## src/rtl/bp_sched_pkg.sv

```systemverilog
// Shared definitions for the BP load scheduler.
//   state_e       : scheduler FSM encoding
//   NUM_BANKS     : number of ping-pong BP banks
//   BANK*_ST_NUM  : first BP line used by each bank
//   bank_st_num() : maps a bank index to its first BP line
package bp_sched_pkg;

  typedef enum logic [2:0] {
    StIdle,
    StWaitBank,
    StConf,
    StWaitAck,
    StWaitIdle,
    StDone
  } state_e;

  localparam int unsigned NUM_BANKS    = 2;
  localparam logic [1:0]  BANK0_ST_NUM = 2'd0;
  localparam logic [1:0]  BANK1_ST_NUM = 2'd2;

  function automatic logic [1:0] bank_st_num(input logic bank);
    return bank ? BANK1_ST_NUM : BANK0_ST_NUM;
  endfunction

endpackage

```

## src/rtl/bp_bank_tracker.sv

```systemverilog
// Per-bank "holds a complete tile" flags.
//   clk, rst  : clock, asynchronous active-high reset
//   i_set     : one-cycle set pulse per bank (producer finished a tile)
//   i_release : one-cycle release pulse per bank (consumer done)
//   o_valid   : registered bank-valid flags
// A set and a release of the same bank in one cycle leaves the bank valid.
module bp_bank_tracker
  import bp_sched_pkg::*;
(
  input  logic                 clk,
  input  logic                 rst,
  input  logic [NUM_BANKS-1:0] i_set,
  input  logic [NUM_BANKS-1:0] i_release,
  output logic [NUM_BANKS-1:0] o_valid
);

  logic [NUM_BANKS-1:0] r_valid;
  logic [NUM_BANKS-1:0] w_valid_d;

  always_comb begin
    w_valid_d = (r_valid & ~i_release) | i_set;
  end

  always_ff @(posedge clk or posedge rst) begin
    if (rst) begin
      r_valid <= '0;
    end else begin
      r_valid <= w_valid_d;
    end
  end

  assign o_valid = r_valid;

endmodule

```

## src/rtl/bp_load_scheduler.sv

```systemverilog
// Multi-tile BP load sequencer: issues one configure pulse per tile to the BP FIFO
// controller, waits for it to go busy then idle, and ping-pongs between two BP banks.
//   clk, rst         : clock, asynchronous active-high reset
//   start            : job start (ignored unless idle); job inputs latched on accept
//   ddr_base, tile_stride, tile_ddr_byte, tile_num, bp_base, line_width : job inputs
//   bp_conf, bp_ddr_st_addr, bp_data_ddr_byte, bp_st_addr, bp_st_num, bp_line_width,
//   bp_idle          : FIFO controller handshake
//   bank_valid, bank_release : bank ownership with the downstream consumer
//   busy, done, err  : job status
// Optional watchdog enabled by defining BP_SCHED_TIMEOUT_EN.
module bp_load_scheduler #(
  parameter int unsigned DDR_ADDR_LEN = 32,
  parameter int unsigned ADDR_LEN     = 16,
  parameter int unsigned SINGLE_LEN   = 24,
  parameter int unsigned TILE_LEN     = 16,
  parameter int unsigned TIMEOUT_CYC  = 65535
) (
  input  logic                    clk,
  input  logic                    rst,
  input  logic                    start,
  input  logic [DDR_ADDR_LEN-1:0] ddr_base,
  input  logic [DDR_ADDR_LEN-1:0] tile_stride,
  input  logic [SINGLE_LEN-1:0]   tile_ddr_byte,
  input  logic [TILE_LEN-1:0]     tile_num,
  input  logic [ADDR_LEN-1:0]     bp_base,
  input  logic [SINGLE_LEN-1:0]   line_width,
  output logic                    bp_conf,
  output logic [DDR_ADDR_LEN-1:0] bp_ddr_st_addr,
  output logic [SINGLE_LEN-1:0]   bp_data_ddr_byte,
  output logic [ADDR_LEN-1:0]     bp_st_addr,
  output logic [1:0]              bp_st_num,
  output logic [SINGLE_LEN-1:0]   bp_line_width,
  input  logic                    bp_idle,
  output logic [1:0]              bank_valid,
  input  logic [1:0]              bank_release,
  output logic                    busy,
  output logic                    done,
  output logic                    err
);

  import bp_sched_pkg::*;

  state_e r_state, w_state_d;

  // Latched job parameters
  logic [DDR_ADDR_LEN-1:0] r_stride;
  logic [SINGLE_LEN-1:0]   r_byte;
  logic [TILE_LEN-1:0]     r_tile_num;
  logic [ADDR_LEN-1:0]     r_bp_base;
  logic [SINGLE_LEN-1:0]   r_line_width;

  // Per-tile progress
  logic [TILE_LEN-1:0]     r_tile_idx;
  logic [DDR_ADDR_LEN-1:0] r_cur_addr;
  logic                    r_bank;
  logic [1:0]              r_set;

  // Registered outputs
  logic                    r_bp_conf;
  logic [DDR_ADDR_LEN-1:0] r_bp_ddr_st_addr;
  logic [SINGLE_LEN-1:0]   r_bp_data_ddr_byte;
  logic [ADDR_LEN-1:0]     r_bp_st_addr;
  logic [1:0]              r_bp_st_num;
  logic [SINGLE_LEN-1:0]   r_bp_line_width;
  logic                    r_busy;
  logic                    r_done;

  logic                    w_accept;
  logic                    w_load;
  logic                    w_tile_done;
  logic                    w_abort;
  logic                    w_timeout;
  logic [1:0]              w_bank_valid;
  logic [TILE_LEN-1:0]     w_tile_idx_nxt;

  assign w_tile_idx_nxt = r_tile_idx + 1'b1;

  always_comb begin
    w_state_d   = r_state;
    w_accept    = 1'b0;
    w_load      = 1'b0;
    w_tile_done = 1'b0;
    w_abort     = 1'b0;
    unique case (r_state)
      StIdle: begin
        if (start) begin
          w_accept  = 1'b1;
          w_state_d = (tile_num == '0) ? StDone : StWaitBank;
        end
      end
      StWaitBank: begin
        if (!w_bank_valid[r_bank]) begin
          w_load    = 1'b1;
          w_state_d = StConf;
        end
      end
      StConf: w_state_d = StWaitAck;
      StWaitAck: begin
        if (w_timeout) begin
          w_abort   = 1'b1;
          w_state_d = StDone;
        end else if (!bp_idle) begin
          w_state_d = StWaitIdle;
        end
      end
      StWaitIdle: begin
        if (w_timeout) begin
          w_abort   = 1'b1;
          w_state_d = StDone;
        end else if (bp_idle) begin
          w_tile_done = 1'b1;
          w_state_d   = (w_tile_idx_nxt == r_tile_num) ? StDone : StWaitBank;
        end
      end
      StDone:  w_state_d = StIdle;
      default: w_state_d = StIdle;
    endcase
  end

  always_ff @(posedge clk or posedge rst) begin
    if (rst) begin
      r_state            <= StIdle;
      r_stride           <= '0;
      r_byte             <= '0;
      r_tile_num         <= '0;
      r_bp_base          <= '0;
      r_line_width       <= '0;
      r_tile_idx         <= '0;
      r_cur_addr         <= '0;
      r_bank             <= 1'b0;
      r_set              <= '0;
      r_bp_conf          <= 1'b0;
      r_bp_ddr_st_addr   <= '0;
      r_bp_data_ddr_byte <= '0;
      r_bp_st_addr       <= '0;
      r_bp_st_num        <= '0;
      r_bp_line_width    <= '0;
      r_busy             <= 1'b0;
      r_done             <= 1'b0;
    end else begin
      r_state   <= w_state_d;
      // Output pulses lag the state by one cycle so every output comes from a flop.
      r_bp_conf <= (r_state == StConf);
      r_done    <= (r_state == StDone);
      r_busy    <= (w_state_d != StIdle);
      r_set     <= '0;
      if (w_accept) begin
        r_stride     <= tile_stride;
        r_byte       <= tile_ddr_byte;
        r_tile_num   <= tile_num;
        r_bp_base    <= bp_base;
        r_line_width <= line_width;
        r_tile_idx   <= '0;
        r_cur_addr   <= ddr_base;
        r_bank       <= 1'b0;
      end
      // Loaded one cycle ahead of bp_conf; held until the next tile's load.
      if (w_load) begin
        r_bp_ddr_st_addr   <= r_cur_addr;
        r_bp_data_ddr_byte <= r_byte;
        r_bp_st_addr       <= r_bp_base;
        r_bp_st_num        <= bank_st_num(r_bank);
        r_bp_line_width    <= r_line_width;
      end
      if (w_tile_done) begin
        r_set[r_bank] <= 1'b1;
        r_tile_idx    <= w_tile_idx_nxt;
        r_cur_addr    <= r_cur_addr + r_stride;
        r_bank        <= ~r_bank;
      end
    end
  end

`ifdef BP_SCHED_TIMEOUT_EN
  logic [31:0] r_wdog;
  logic        r_err;

  assign w_timeout = (r_wdog == TIMEOUT_CYC);

  always_ff @(posedge clk or posedge rst) begin
    if (rst) begin
      r_wdog <= '0;
      r_err  <= 1'b0;
    end else begin
      if (w_state_d != r_state) begin
        r_wdog <= '0;
      end else if (r_state == StWaitAck || r_state == StWaitIdle) begin
        r_wdog <= r_wdog + 32'd1;
      end
      if (w_accept) begin
        r_err <= 1'b0;
      end else if (w_abort) begin
        r_err <= 1'b1;
      end
    end
  end

  assign err = r_err;
`else
  logic [31:0] w_unused_timeout;
  logic        w_unused_abort;

  assign w_unused_timeout = TIMEOUT_CYC;
  assign w_unused_abort   = w_abort;
  assign w_timeout        = 1'b0;
  assign err              = 1'b0;
`endif

  bp_bank_tracker u_bank_tracker (
    .clk       (clk),
    .rst       (rst),
    .i_set     (r_set),
    .i_release (bank_release),
    .o_valid   (w_bank_valid)
  );

  assign bp_conf          = r_bp_conf;
  assign bp_ddr_st_addr   = r_bp_ddr_st_addr;
  assign bp_data_ddr_byte = r_bp_data_ddr_byte;
  assign bp_st_addr       = r_bp_st_addr;
  assign bp_st_num        = r_bp_st_num;
  assign bp_line_width    = r_bp_line_width;
  assign bank_valid       = w_bank_valid;
  assign busy             = r_busy;
  assign done             = r_done;

endmodule

```

## config.mk

```make
export PLATFORM = sky130hd
export DESIGN_NAME = bp_load_scheduler
export DESIGN_NICKNAME = d
export VERILOG_FILES = /design/src/rtl/bp_sched_pkg.sv /design/src/rtl/bp_bank_tracker.sv /design/src/rtl/bp_load_scheduler.sv
export SDC_FILE = /design/constraint.sdc
export NUM_CORES = 1
export LEC_CHECK = 0
export ABC_AREA = 1
export CORE_UTILIZATION = 54
export CTS_BUF_LIST = sky130_fd_sc_hd__clkbuf_2 sky130_fd_sc_hd__clkbuf_4 sky130_fd_sc_hd__clkbuf_8
export CTS_CLUSTER_DIAMETER = 120
export CTS_CLUSTER_SIZE = 10
export DETAILED_ROUTE_END_ITERATION = 6
export PLACE_DENSITY = 0.79
export SETUP_SLACK_MARGIN = 0.02
export SKIP_LAST_GASP = 1
export SLEW_MARGIN = 20
export SYNTH_ARGS = -nofsm -noshare
export SYNTH_HDL_FRONTEND = slang
export SYNTH_HIERARCHICAL = 1
export SYNTH_SLANG_ARGS = --single-unit
```

## constraint.sdc

```tcl
create_clock -name clk -period 11.2 [get_ports clk]
set_input_delay 2.8 -clock clk [delete_from_list [all_inputs] [get_ports clk]]
set_output_delay 2.8 -clock clk [all_outputs]
set_load 0.01 [all_outputs]
```

Word-level counts from Yosys, hierarchy flattened
Index checks and enable logic that the tools add are counted.

operators by class
  reductions and logical operators = 5
  add/sub/neg operators = 2
  bitwise operators = 4
  eq/ne operators = 6
  mux-type cells = 25
  $lt $le $gt $ge = 2

operator list
  operator                                             count
  two-way mux 32 bit                                   2
  adder 32 bit                                         1
  two-way mux 16 bit                                   2
  two-way mux 3 bit                                    6
  adder 16 x 1 -> 16 bit (second input constant)       1
  == test 16 bit                                       1
  logical NOT 16 bit                                   1
  one-hot mux 3 bit (5 select lines)                   1
  two-way mux 1 bit                                    11
  == test 3 x 2 -> 1 bit (second input constant)       2
  == test 3 bit (second input constant)                2
  two-way mux 2 bit                                    2
  == test 3 x 1 -> 1 bit (second input constant)       1
  logical NOT 3 bit                                    1
  nonzero test 3 bit                                   1
  AND 2 bit                                            1
  < comparator 1 x 2 -> 1 bit (second input constant)  1
  NOT 2 bit                                            1
  bitwise OR 2 bit                                     1
  nonzero test 2 bit                                   1
  demux 1 bit (select 1 bit)                           1
  >= comparator 1 bit (second input constant)          1
  logical AND 1 bit                                    1
  NOT 1 bit                                            1

storage, ports and cells
  output and inout port bits = 104
  input port bits = 150
  bits in registers = 269

Depth between registers and ports, before layout
Gate-level depths: netlist (run 1).

  depth in word-level cells = 6
  gate-level depth with buffers = 16

Modules after synthesis
The synthesis (run 1) kept the hierarchy.

by module, submodules not included
  module             area an instance (um^2)  instances  cells each  sequential area each (um^2)
  bp_load_scheduler  12582.1                  1          1561        6656.4
  bp_bank_tracker    83.8                     1          11          50.0

Worst setup path after synthesis (run 1)
Ideal clock, no wire load.

  kind = input-to-reg
  start = in bp_idle
  end = reg r_cur_addr[11]
  required time = 11.131 ns
  slack = 7.385 ns
  stages = 7
  path buffers = 2
  arrival = 3.746 ns
  path through = nand2_1 > inv_2 > nor2_1 > buf_2 > buf_2 > nand2_1 > nand3_1

between the ends
  word-level cells in the longest chain between the ends = 3
  elaborated cells between the ends (all ways) = 4
  those cells by class = mux (3); reduce/logical (1)

RTL lines
  what                                                      RTL line                  RTL
  start: declaration                                        bp_load_scheduler.sv:33   input logic bp_idle,
  two-way mux 1 bit (*)                                     bp_load_scheduler.sv:110  end else if (bp_idle) begin
  two-way mux 1 bit (*)                                     bp_load_scheduler.sv:84   unique case (r_state)
  two-way mux 32 bit or nonzero test 2 bit (tied branches)  n/a
  end signal: assignment                                    bp_load_scheduler.sv:154  r_cur_addr <= ddr_base;
  end signal: assignment                                    bp_load_scheduler.sv:168  r_cur_addr <= r_cur_addr + r_stride;
  end: declaration                                          bp_load_scheduler.sv:54   logic [DDR_ADDR_LEN-1:0] r_cur_addr;

Mark *: on every way between the ends. The rest lies on a longest branch, timed or not.
A chain may end at the register's enable or synchronous reset.

Worst setup path in the final report (run 1)
  start = in start
  end = reg r_bp_base[11]

between the ends
  word-level cells in the longest chain between the ends = 2

RTL lines
  what                    RTL line                  RTL
  start: declaration      bp_load_scheduler.sv:20   input logic start,
  two-way mux 1 bit       bp_load_scheduler.sv:86   if (start) begin
  two-way mux 1 bit       bp_load_scheduler.sv:84
  end signal: assignment  bp_load_scheduler.sv:151  r_bp_base <= bp_base;
  end: declaration        bp_load_scheduler.sv:49   logic [ADDR_LEN-1:0] r_bp_base;

No other way between the ends.

==> flow_summary_export.csv, run 1 <==
group,metric,value,unit
grt,antenna_found_initial,3,
detailed_routing,totalWireLength,32000,um
power_and_ir_drop,p_clk_share,13.2,%
logic_synthesis,synth.distinct_cells,40,
clock_tree,worst_skew_pair.late_latency,0.60,ns
placement,gp_congestion,0.955,
logic_synthesis,synth_top_area_cell,"dfrtp_1",
clock_tree,cts_setup_buffers,0,
power_and_ir_drop,p_leak,0.00760,uW
grt,grt_usage,26.7,%
logic_synthesis,ys_seq_area_share,52.9,%
timing,worstMarginPinSlew,0.904,ns
logic_synthesis,syn_area,12700,sq um
timing,setup_viol,0,
placement,placed_area,15400,sq um
detailed_routing,vias_per_cell,5.21,
hold_path,hp-class,"reg -> reg",
setup_path,cp_slowest_cell,"buf_4",
setup_path,crit_path_max_fanout,100,
power_and_ir_drop,switching_share,41.8,%
logic_synthesis,ys.flop_type,"dfrtp_1",
power_and_ir_drop,ir_drop,0.158,mV
clock_tree,clkSinkCount,268,
detailed_routing,drc,0,
logic_synthesis,yosysWarnings,6,
logic_synthesis,syn_inst,1572,
logic_synthesis,netlist_top_cells_count,"nand2_1 (534), dfrtp_1 (268), o21ai_0 (198)",
floorplan,core_area,22800,sq um
grt,grt_max_degree,116,
placement,hpwl,22400,um
grt,overflow,0,
logic_synthesis,avgSynthCellArea,8.06,sq um
timing,hold_viol,0,
floorplan,num_io_pins,254,
power_and_ir_drop,internal-power,2510,uW
power_and_ir_drop,combinationalPowerShare,48.8,%
setup_path,timing_worst_setup_path_type,"in -> reg",
hold_path,worstHoldPathCells,2,
layout,nNetsFinal,1986,
setup_path,critPathLaunchType,"input pin",
floorplan,start_util,55.4,%
timing,rsz0062_at_grt,"no",
timing,tns,0,ns
power_and_ir_drop,power,4320,uW
clock_tree,cts_resized,0,
layout,drive_above_1_share,3.11,%
clock_tree,h-tree-depth,1,
floorplan,num_rows,55,
grt,grt_pass1_vias,10572,
clock_tree,cts_hold_buf,0,
clock_tree,clockBufferDepth,3,
setup_path,crit_top_cell,"buf_4",
power_and_ir_drop,power_frac_seq,38.0,%
status,status,"finished, final reports clean",
setup_path,cp_slowest_stage_delay,0.79,ns
timing,finalCritPeriodShare,44.7,%
timing,skew,0.0322,ns
timing,slew_headroom,39.8,%
logic_synthesis,synth_top_area_share,52.9,%
setup_path,cp.depth,6,
detailed_routing,drt_iter0_markers,791,
run,maxCapViolCount,0,
logic_synthesis,synth_edf_count,0,
power_and_ir_drop,switching_power,1810,uW
clock_tree,clkTransAtPathRegs,0.07,ns
floorplan,dieWidth,155,um
layout,final_area,15900,sq um
layout,fin_util,69.4,%
logic_synthesis,synth_async_sr_flop_share,100,%
logic_synthesis,synth_area_leaders,"dfrtp_1 (53%), nand2_1 (16%), o21ai_0 (7.8%)",
power_and_ir_drop,p_per_area,272,nW/um^2
setup_path,cp-end-kind,"flip-flop",
timing,slew_violations,0,
setup_path,critPathBufInv,4,
clock_tree,numCtsBuffers,30,
detailed_routing,dr.pass1.iters,5,
placement,dp.cells,2084,
setup_path,rr_worst_depth,6,
setup_path,cp_cell_sequence,"clkdlybuf4s50_1 -> nand3_2 -> buf_4 -> inv_4 -> buf_4 -> o21ai_0",
setup_path,arrival,5.43,ns
detailed_routing,ant_nets,0,
timing,timing.fmax,200,MHz
clock_tree,clock-root-buffer,"clkbuf_8",
setup_path,critPathRequiredTime,11.61,ns
floorplan,die_h,155,um
grt,grt_first_pass_wirelength,51600,um
timing,period_needed,5.01,ns
detailed_routing,avgRoutedWirePerCell,15.1,um
layout,area_growth,25.2,%
clock_tree,cts_tree,"yes",
placement,port_buffers,251,
floorplan,fp.dieArea,24100,sq um
logic_synthesis,ys_ff_latch,268,
detailed_routing,vias,11028,
logic_synthesis,yosysMostFrequentCell,"nand2_1",
setup_path,crit_family,"buffers and inverters",
layout,fin_cells,2118,
-- worst register-to-register path, stage by stage (launching register included) --
cell,delay (ns)
dfrtp_1,0.42
nor2_1,0.25
nand3_2,0.09
buf_4,0.34
inv_4,0.67
buf_4,0.80
o21ai_0,0.25
-- metal layers --
metal	share of wire (%)	routed length (um)	global-route usage [%]	vias up
met2	46	14600	42.9	380
met5	0.041	13	0	-
met1	45	14400	37.5	5137
met4	1.9	619	7.73	2
met3	7.1	2280	4.43	56
li1	-	-	-	5453
-- logic make-up after synthesis --
| kind of cell | Yosys count | share of synthesized area, % |
|---|---|---|
| AO/OA/AOI/OAI | 293 | 12.4 |
| XOR/XNOR | 21 | 1.56 |
| adder cells (fa/ha/maj) | 33 | 3.32 |
| buffers and inverters | 236 | 7.12 |
| flip-flops | 268 | 52.9 |
| other | 1 | 0.0296 |
| AND/OR/NAND/NOR | 720 | 22.7 |
-- worst paths after layout --
path                            slack [ns]                        end        from
worst max-delay path                  6.19              r_bp_base[11]       start
worst min-delay path                  0.44  u_bank_tracker/o_valid[1]    r_set[1]
worst max register to register        8.20              r_bp_base[11]  r_state[1]
worst min register to register        0.44  u_bank_tracker/o_valid[1]    r_set[1]
max in group asynchronous             7.02             r_cur_addr[13]         rst
min in group asynchronous             2.53  u_bank_tracker/o_valid[1]         rst
-- power groups by stage --
stage | clock network, uW | logic [uW] | registers [uW]
floorplan | 0 | 1270 | 1680
global placement | 0 | 2030 | 1640
detailed placement | 0 | 2100 | 1650
CTS | 587 | 2100 | 1640
global route | 618 | 2370 | 1690
finish | 572 | 2110 | 1640
-- metrics by stage --
step                      setup slack, ns  hold slack (ns)
after floorplan                      1.07            0.409
after global placement               5.68            0.416
after detailed placement             5.55            0.423
after CTS                            6.16            0.432
after global routing                 5.94            0.470
final                                6.19            0.436
-- sequential cells by signal, indices dropped and copies added, names as in the netlist, 24 cells and up --
| signal | count |
|---|---|
| bp_line_width | 24 |
| bp_data_ddr_byte | 24 |
| r_cur_addr | 32 |
| r_stride | 32 |
| r_line_width | 24 |
| r_byte | 24 |
| bp_ddr_st_addr | 32 |
-- cell usage in the layout (no fill, tap or decap), types with 2 or more instances in the layout --
cell type        netlist  layout
nor4_1                 3       3
xor2_1                10      10
nand4_1                7       7
nand3_2                1       2
xnor2_1               10      10
nor3_1                10      10
o211ai_1               6       6
dfrtp_1              268     268
diode_2                0       2
a21boi_0               2       2
o21bai_1               4       4
inv_4                  0       2
conb_1                 1       2
inv_2                  3       2
nand2_2                2       2
ha_1                  32      32
a21o_1                 3       3
clkbuf_8               0      31
or2_2                  2       2
buf_4                  2       7
o221ai_1               8       8
o21ai_0              198     198
and3_1                 2       2
clkdlybuf4s50_1        0     251
inv_1                172     170
o22ai_1               11      11
o21a_1                 3       3
nor2_1                88      87
nand3b_1               4       4
nand2_1              534     534
nor2_2                 3       4
a21oi_1               53      53
nand3_1               63      62
-- final cells by class --
| cell class | instances | area, sq um |
|---|---|---|
| multi-input cells | 1069 | 5070 |
| fillers | 1908 | 6990 |
| clock inverters | 1 | 16.3 |
| diodes | 2 | 5.00 |
| flip-flops and latches | 268 | 6710 |
| well taps | 313 | 392 |
| inverters | 175 | 669 |
| repair buffers | 259 | 2580 |
| clock buffers | 31 | 427 |
Note: power is estimated with default switching activity, not from simulation.
==> inputs of run 2 (changes only) <==
==> constraint.sdc (replaced) <==
create_clock -name clk -period 5.1 [get_ports clk]
set_input_delay 1.275 -clock clk [delete_from_list [all_inputs] [get_ports clk]]
set_output_delay 1.275 -clock clk [all_outputs]
set_load 0.01 [all_outputs]
==> run 2 against run 1 <==
  * Worst setup slack worse by 3.9 ns
  * Final area increased by 0.21%
  * First-iteration DRC count increased by 15%
  * Critical endpoint is now r_cur_addr[22]
  * Cell count did not move
  * Die area stayed put
  * Wire length rose by 1.4%
  * Total power is 120% higher
  * Flip-flop and latch count stayed put
  * Non-clock buffer count rose by 2
==> flow_summary_export.csv, run 2 (synthesis gave the netlist of run 1 again) <==
group,metric,value,unit
setup_path,arrival,3.31,ns
grt,overflow,0,
run,maxCapViolCount,0,
detailed_routing,vias_per_cell,5.25,
layout,final_cell_mix,"nand2_1 (534), dfrtp_1 (268), clkdlybuf4s50_1 (251)",
floorplan,fp.dieArea,24100,sq um
clock_tree,cts_resized,0,
timing,timing.fmax,350,MHz
grt,grt_pass1_vias,10848,
layout,fin_util,69.6,%
grt,grt_first_pass_wirelength,53300,um
layout,n_fill_cell,1889,
detailed_routing,totalWireLength,32400,um
detailed_routing,ant_nets,0,
layout,area.sequential,6710,sq um
placement,hpwl,22300,um
floorplan,num_io_pins,254,
timing,skew,0.0188,ns
setup_path,cp-end-kind,"flip-flop",
setup_path,cp_slowest_cell,"o21ai_0",
clock_tree,cts_setup_buffers,0,
timing,hold_viol,0,
clock_tree,clockBufferDepth,3,
layout,final_area,15900,sq um
setup_path,regToRegSetupSlack,2.25,ns
hold_path,worstHoldPathCells,2,
floorplan,dieWidth,155,um
detailed_routing,vias,11113,
clock_tree,clkSinkCount,268,
placement,gp_congestion,0.982,
timing,period_needed,2.85,ns
floorplan,die_h,155,um
setup_path,r2r_start,"r_cur_addr[0]",
clock_tree,h-tree-depth,1,
timing,finalCritPeriodShare,56.0,%
setup_path,rr_worst_depth,12,
clock_tree,worst_skew_pair.late_latency,0.59,ns
hold_path,worstHoldStart,"r_set[1]",
clock_tree,cts_hold_buf,0,
layout,multiInputGateArea,5070,sq um
hold_path,hp-class,"reg -> reg",
detailed_routing,drt_iter0_markers,912,
floorplan,core_area,22800,sq um
grt,grt_max_degree,187,
setup_path,cp_cell_sequence,"ha_1 -> inv_1 -> fa_1 -> inv_1 -> nand3_1 -> nand3_1 -> a21boi_0 -> o21ai_0 -> a21oi_1 -> xnor2_1 -> o21ai_0 -> nand2_1",
grt,antenna_found_initial,0,
layout,nNetsFinal,1988,
placement,port_buffers,251,
clock_tree,clock-root-buffer,"clkbuf_8",
setup_path,timing_worst_setup_path_type,"reg -> reg",
setup_path,crit_family,"compound AO/OA/AOI/OAI gates",
timing,worstMarginPinSlew,0.936,ns
power_and_ir_drop,p_per_area,600,nW/um^2
setup_path,crit_path_max_fanout,5,
detailed_routing,drc,0,
detailed_routing,dr.pass1.iters,5,
timing,slew_violations,0,
timing,setup_viol,0,
floorplan,num_rows,55,
setup_path,regToRegEndpoint,"r_cur_addr[22]",
layout,drive_above_1_share,3.27,%
layout,final_common_cell,"nand2_1",
status,status,"finished, final reports clean",
layout,fin_cells,2118,
setup_path,critPathRequiredTime,5.56,ns
setup_path,cp-startpoint,"r_cur_addr[0]",
clock_tree,clkTransAtPathRegs,0.08,ns
power_and_ir_drop,ir_drop,0.482,mV
grt,grt_usage,27.4,%
layout,area_growth,25.5,%
timing,slew_headroom,37.6,%
hold_path,worstHoldEndpoint,"u_bank_tracker/o_valid[1]",
clock_tree,numCtsBuffers,30,
setup_path,critPathLaunchType,"flip-flop",
floorplan,start_util,55.4,%
power_and_ir_drop,p_leak,0.00761,uW
detailed_routing,avgRoutedWirePerCell,15.3,um
timing,tns,0,ns
placement,placed_area,15400,sq um
setup_path,critPathBufInv,2,
setup_path,cp.depth,12,
timing,rsz0062_at_grt,"no",
clock_tree,cts_tree,"yes",
placement,dp.cells,2086,
layout,insertedDiodeCount,0,
setup_path,cp_slowest_stage_delay,0.66,ns
[run 2: routing by layer]
metal	routed length [um]	part of all wire [%]	GRT usage, %
met3	1840	5.7	3.68
met5	0	0	0
met4	830	2.6	7.83
met1	14800	46	38.7
met2	14900	46	44.4
[run 2: worst max-delay path by stage]
stage,end
5_1_grt,r_cur_addr[22]
6_report,r_cur_addr[22]
2_1_floorplan,bp_conf
4_1_cts,busy
3_3_place_gp,busy
3_5_place_dp,busy
[run 2: where the power goes]
group / internal (uW) / switching (uW)
Combinational: 1900 / 2760
Sequential: 3090 / 526
Clock: 551 / 700
[run 2: worst reg2reg max path, cell delays in order (launching register included)]
cell and delay [ns]:
dfrtp_1 0.38, ha_1 0.18, inv_1 0.05, fa_1 0.35
inv_1 0.09, nand3_1 0.07, nand3_1 0.18, a21boi_0 0.18
o21ai_0 0.66, a21oi_1 0.20, xnor2_1 0.17, o21ai_0 0.15
nand2_1 0.07
[run 2: metrics by stage]
step / hold WS (ns) / setup slack, ns / total power, uW
3_5_place_dp: 0.418 / 1.89 / 8280
2_1_floorplan: 0.409 / 0.314 / 6490
5_1_grt: 0.461 / 2.15 / 10300
4_1_cts: 0.430 / 2.21 / 9580
3_3_place_gp: 0.415 / 1.98 / 8140
6_report: 0.425 / 2.25 / 9530
[run 2: layout make-up]
type                       count  share of cell area (%)
sequential                   268                    42.2
multi-input combinational   1069                    31.9
timing repair buffer         261                    16.5
inverter                     175                    4.20
clock buffer                  32                    2.77
tap                          313                    2.46
